### src/rtl/csam_mul8_sequencer.sv
// Drives one shared 4x4 carry-save multiplier over four clocks (LL, HL, LH, HH)
// and shift-accumulates the partial products into a 2N x 2N product.
module csam_mul8_sequencer #(
   parameter int N = 4
) (
   input  logic           clk,
   input  logic           rst_n,
   input  logic           start,
   input  logic [2*N-1:0] a,
   input  logic [2*N-1:0] b,
   output logic           busy,
   output logic           done,
   output logic [4*N-1:0] product,
   output logic [N-1:0]   mul_a,
   output logic [N-1:0]   mul_b,
   input  logic [2*N-1:0] mul_p
);

   typedef enum logic [1:0] {
      S_IDLE = 2'd0,
      S_MUL  = 2'd1,
      S_DONE = 2'd2
   } state_t;

   state_t         state_q, state_d;
   logic [1:0]     step_q, step_d;
   logic [2*N-1:0] a_q, a_d;
   logic [2*N-1:0] b_q, b_d;
   logic [4*N-1:0] acc_q, acc_d;
   logic [4*N-1:0] product_q, product_d;

   logic [4*N-1:0] pp_ext;
   logic [4*N-1:0] pp_shifted;
   logic [4*N-1:0] acc_sum;

   always_ff @(posedge clk or negedge rst_n) begin
      if (!rst_n) begin
         state_q   <= S_IDLE;
         step_q    <= 2'd0;
         a_q       <= '0;
         b_q       <= '0;
         acc_q     <= '0;
         product_q <= '0;
      end else begin
         state_q   <= state_d;
         step_q    <= step_d;
         a_q       <= a_d;
         b_q       <= b_d;
         acc_q     <= acc_d;
         product_q <= product_d;
      end
   end

   // Cross terms (HL, LH) carry weight 2^N; HH carries weight 2^(2N).
   always_comb begin
      pp_ext = {{(2*N){1'b0}}, mul_p};
      case (step_q)
         2'd0:    pp_shifted = pp_ext;
         2'd1,
         2'd2:    pp_shifted = pp_ext << N;
         default: pp_shifted = pp_ext << (2*N);
      endcase
      acc_sum = acc_q + pp_shifted;
   end

   always_comb begin
      state_d   = state_q;
      step_d    = step_q;
      a_d       = a_q;
      b_d       = b_q;
      acc_d     = acc_q;
      product_d = product_q;
      busy      = 1'b0;
      done      = 1'b0;
      mul_a     = '0;
      mul_b     = '0;

      case (state_q)
         S_IDLE: begin
            if (start) begin
               a_d     = a;
               b_d     = b;
               acc_d   = '0;
               step_d  = 2'd0;
               state_d = S_MUL;
            end
         end

         S_MUL: begin
            busy   = 1'b1;
            // step bit 0 picks the A half, bit 1 picks the B half
            mul_a  = step_q[0] ? a_q[2*N-1:N] : a_q[N-1:0];
            mul_b  = step_q[1] ? b_q[2*N-1:N] : b_q[N-1:0];
            acc_d  = acc_sum;
            step_d = step_q + 2'd1;
            if (step_q == 2'd3) begin
               product_d = acc_sum;
               state_d   = S_DONE;
            end
         end

         S_DONE: begin
            busy    = 1'b1;
            done    = 1'b1;
            state_d = S_IDLE;
         end

         default: begin
            state_d = S_IDLE;
         end
      endcase
   end

   assign product = product_q;

endmodule

### config.mk
export PLATFORM = sky130hd
export DESIGN_NAME = csam_mul8_sequencer
export DESIGN_NICKNAME = d
export VERILOG_FILES = /design/src/rtl/csam_mul8_sequencer.sv
export SDC_FILE = /design/constraint.sdc
export NUM_CORES = 1
export LEC_CHECK = 0
export BUFFER_PORTS_ARGS = -buffer_cell sky130_fd_sc_hd__buf_4
export CAP_MARGIN = 0
export CORE_MARGIN = 3
export CORE_UTILIZATION = 56
export DETAILED_ROUTE_END_ITERATION = 8
export PLACE_DENSITY = 0.81
export SLEW_MARGIN = 20
export SYNTH_ARGS = -nofsm -noshare
export SYNTH_HDL_FRONTEND = slang
export SYNTH_SLANG_ARGS = --single-unit
export TNS_END_PERCENT = 1
### constraint.sdc
create_clock -name clk -period 3.8 [get_ports clk]
set_input_delay 0.38 -clock clk [delete_from_list [all_inputs] [get_ports clk]]
set_output_delay 0.38 -clock clk [all_outputs]
set_load 0.1 [all_outputs]
==> impl_metrics.py <==
metrics = {
    "outcome": {
        "status": "completed",
    },
    "run": {
        "maxCapViolations": 0,
    },
    "timing": {
        "setup-violations-final": 0,
        "hold_viol": 0,
        "maxSlewViolCount": 0,
        "fin_crit_ps": 3291,
        "fin_skew_ps": 5.987,
        "max_slew_margin_pct": 47.33,
        "timing.fmax_mhz": 303.8,
        "tightestPinTransition_ps": 788.2,
        "timing.setup.tns_ps": 0,
        "period_share_pct": 86.61,
        "rsz0062_at_grt": "no",
    },
    "critical_path": {
        "arrival_ps": 3450,
        "critPathCaptureType": "register",
        "max_stage_delay_ps": 530,
        "startpoint_type": "register",
        "cp.depth": 13,
        "slowest_stage": "dfrtp_1",
        "reg2reg_depth": 13,
        "worstPathRequired_ps": 3960,
        "cp_num_buf_inv": 2,
        "cp_cell_sequence": "inv_1 > ha_1 > nor2b_1 > and2_1 > ha_1 > fa_1 > a21o_1 > a221oi_1 > buf_4 > o21ai_1 > a41oi_1 > xor2_1 > o21ai_1",
        "critPathTopFamily": "compound AO/OA/AOI/OAI gates",
        "path_class": "register to register",
        "path_max_fanout": 8,
    },
    "die": {
        "dieHeight_um": 78.48,
        "core_area_sq_um": 4911,
        "start_util_pct": 59.90,
        "die_w_um": 78.48,
        "rows": 25,
        "io_pins": 53,
        "dieArea_sq_um": 6158,
    },
    "hold_path": {
        "hp-class": "input pin to asynchronous set/reset pin",
    },
    "global_routing": {
        "grtUsageTotal_pct": 22.51,
        "antenna_found_initial": 0,
        "overflow": 0,
        "grt_max_degree": 53,
        "grt_pass1_vias": 2395,
        "grt_pass1_wl_um": 11000,
    },
    "synth": {
        "synthCells": 279,
        "syn-cell-area_sq_um": 2942,
        "synth_cell_type_count": 44,
        "synth-main-ff-cell": "dfrtp_1",
        "synth_area_per_cell_sq_um": 10.54,
        "async_reset_ff_share_pct": 100.0,
        "yosys.area.top_type": "dfrtp_1",
        "yosysMostFrequentCell": "dfrtp_1",
        "ys_ff_latch": 52,
        "synth_seq_area_share_pct": 44.24,
        "synth_warnings": 0,
        "ys_top_cells_by_count": "52 x dfrtp_1, 26 x nand2_1, 24 x mux2_2, 20 x ha_1, 17 x o21ai_0",
        "yosysTopAreaCellShare_pct": 44.24,
        "synthesis.nets": 327,
        "synth-edff-count": 0,
        "synth_area_leaders": "dfrtp_1 44%, mux2_2 9.2%, ha_1 8.5%",
    },
    "clock_network": {
        "cts_hold_buffers": 0,
        "cts_sinks": 52,
        "clk_pin_slew_ps": 90,
        "post_cts_resized": 0,
        "clockRootBuffer": "clkbuf_8",
        "cts_tree": "done",
        "clock_latency_ps": 300,
        "cts.path.max_buffers": 2,
        "postCtsSetupBuffers": 0,
        "numCtsBuffers": 5,
        "cts.htree.levels": 2,
    },
    "finish": {
        "layout-drive-gt1-share_pct": 27.19,
        "antenna_cells": 0,
        "finalNetCount": 378,
        "fin_area_sq_um": 3518,
        "area_growth_pct": 19.61,
    },
    "routing": {
        "post_drt_wl_per_cell_um": 16.00,
        "wl_um": 6367,
        "vias": 2319,
        "drt_iter0_drc": 173,
        "via_per_inst": 5.827,
        "drc": 0,
        "first_pass_iters": 4,
        "drt.antenna.violating_nets": 0,
    },
    "place": {
        "io_buffers": 52,
        "hpwl_um": 4819,
        "gp_congestion": 0.9071,
        "placed_cell_area_sq_um": 3397,
    },
}
## final timing paths
path | endpoint | slack [ps] | from
setup reg to reg | product[12]$_DFFE_PN0P_ | 510 | step_q[0]$_DFFE_PN0P_
hold / removal | product[4]$_DFFE_PN0P_ | 100 | rst_n
min in group clk | a_q[2]$_DFFE_PN0P_ | 300 | a[2]
setup / recovery | product[12]$_DFFE_PN0P_ | 510 | step_q[0]$_DFFE_PN0P_
hold reg to reg | product[15]$_DFFE_PN0P_ | 490 | product[15]$_DFFE_PN0P_
max in group asynchronous | b_q[4]$_DFFE_PN0P_ | 3290 | rst_n
## metrics by stage
stage               worst slack [ps]  util, %  hold slack (ps)  cells
floorplan                      611.4        -            84.41    279
detailed placement             537.5    69.17            445.3    390
CTS                            490.6    71.64            112.8    398
global placement               641.9    69.17            442.7    390
global route                   290.7    71.64            132.8    398
finish                         508.8    71.64            96.89    398
## logic make-up after synthesis
logic type | after synthesis | share of synthesized area [%]
AOI/OAI and AO/OA | 76 | 17.87
xor gates and xnor gates | 13 | 3.871
adders and majority gates | 21 | 9.188
buffers and inverters | 19 | 2.425
DFF | 52 | 44.24
muxes | 32 | 11.91
and+or+nand+nor | 66 | 10.51
## placed cells by master (no fill, tap or decap), types with 3 or more instances in the layout
master	n
a21o_1	6
a21oi_1	12
a22o_1	13
a22oi_1	4
a41oi_1	3
and2_1	11
buf_4	55
clkbuf_8	6
dfrtp_1	52
ha_1	20
inv_1	7
mux2_2	24
mux2i_1	8
nand2_1	26
nand2b_1	3
nand3_1	3
nor2_1	14
nor2b_1	3
o21ai_0	17
xnor2_1	9
xor2_1	4
## registers in the layout, indices dropped and copies added (netlist names)
register,flops
acc_q,16
a_q,8
b_q,8
state_q,2
product,16
step_q,2
## layout make-up
cell class,instances,area (sq um)
tap,67,83.83
clock buffer,6,82.58
timing repair buffer,55,412.9
multi-input combinational,208,1569
sequential,52,1301
fill,384,1393
clock inverter,2,38.79
inverter,8,30.03
## metal layers
metal	share of wire [%]	vias to the layer above	track usage (%)	routed length, um
li1	-	1112	-	-
met1	42	1094	29.01	2687
met2	48	100	37.93	3041
met3	8.4	13	4.817	535
met4	1.6	0	6.993	104
met5	0	-	0	0
Power is left out: the tool's default activity adds up to more than one toggle a clock period on the data nets, which glitch-free logic cannot reach.
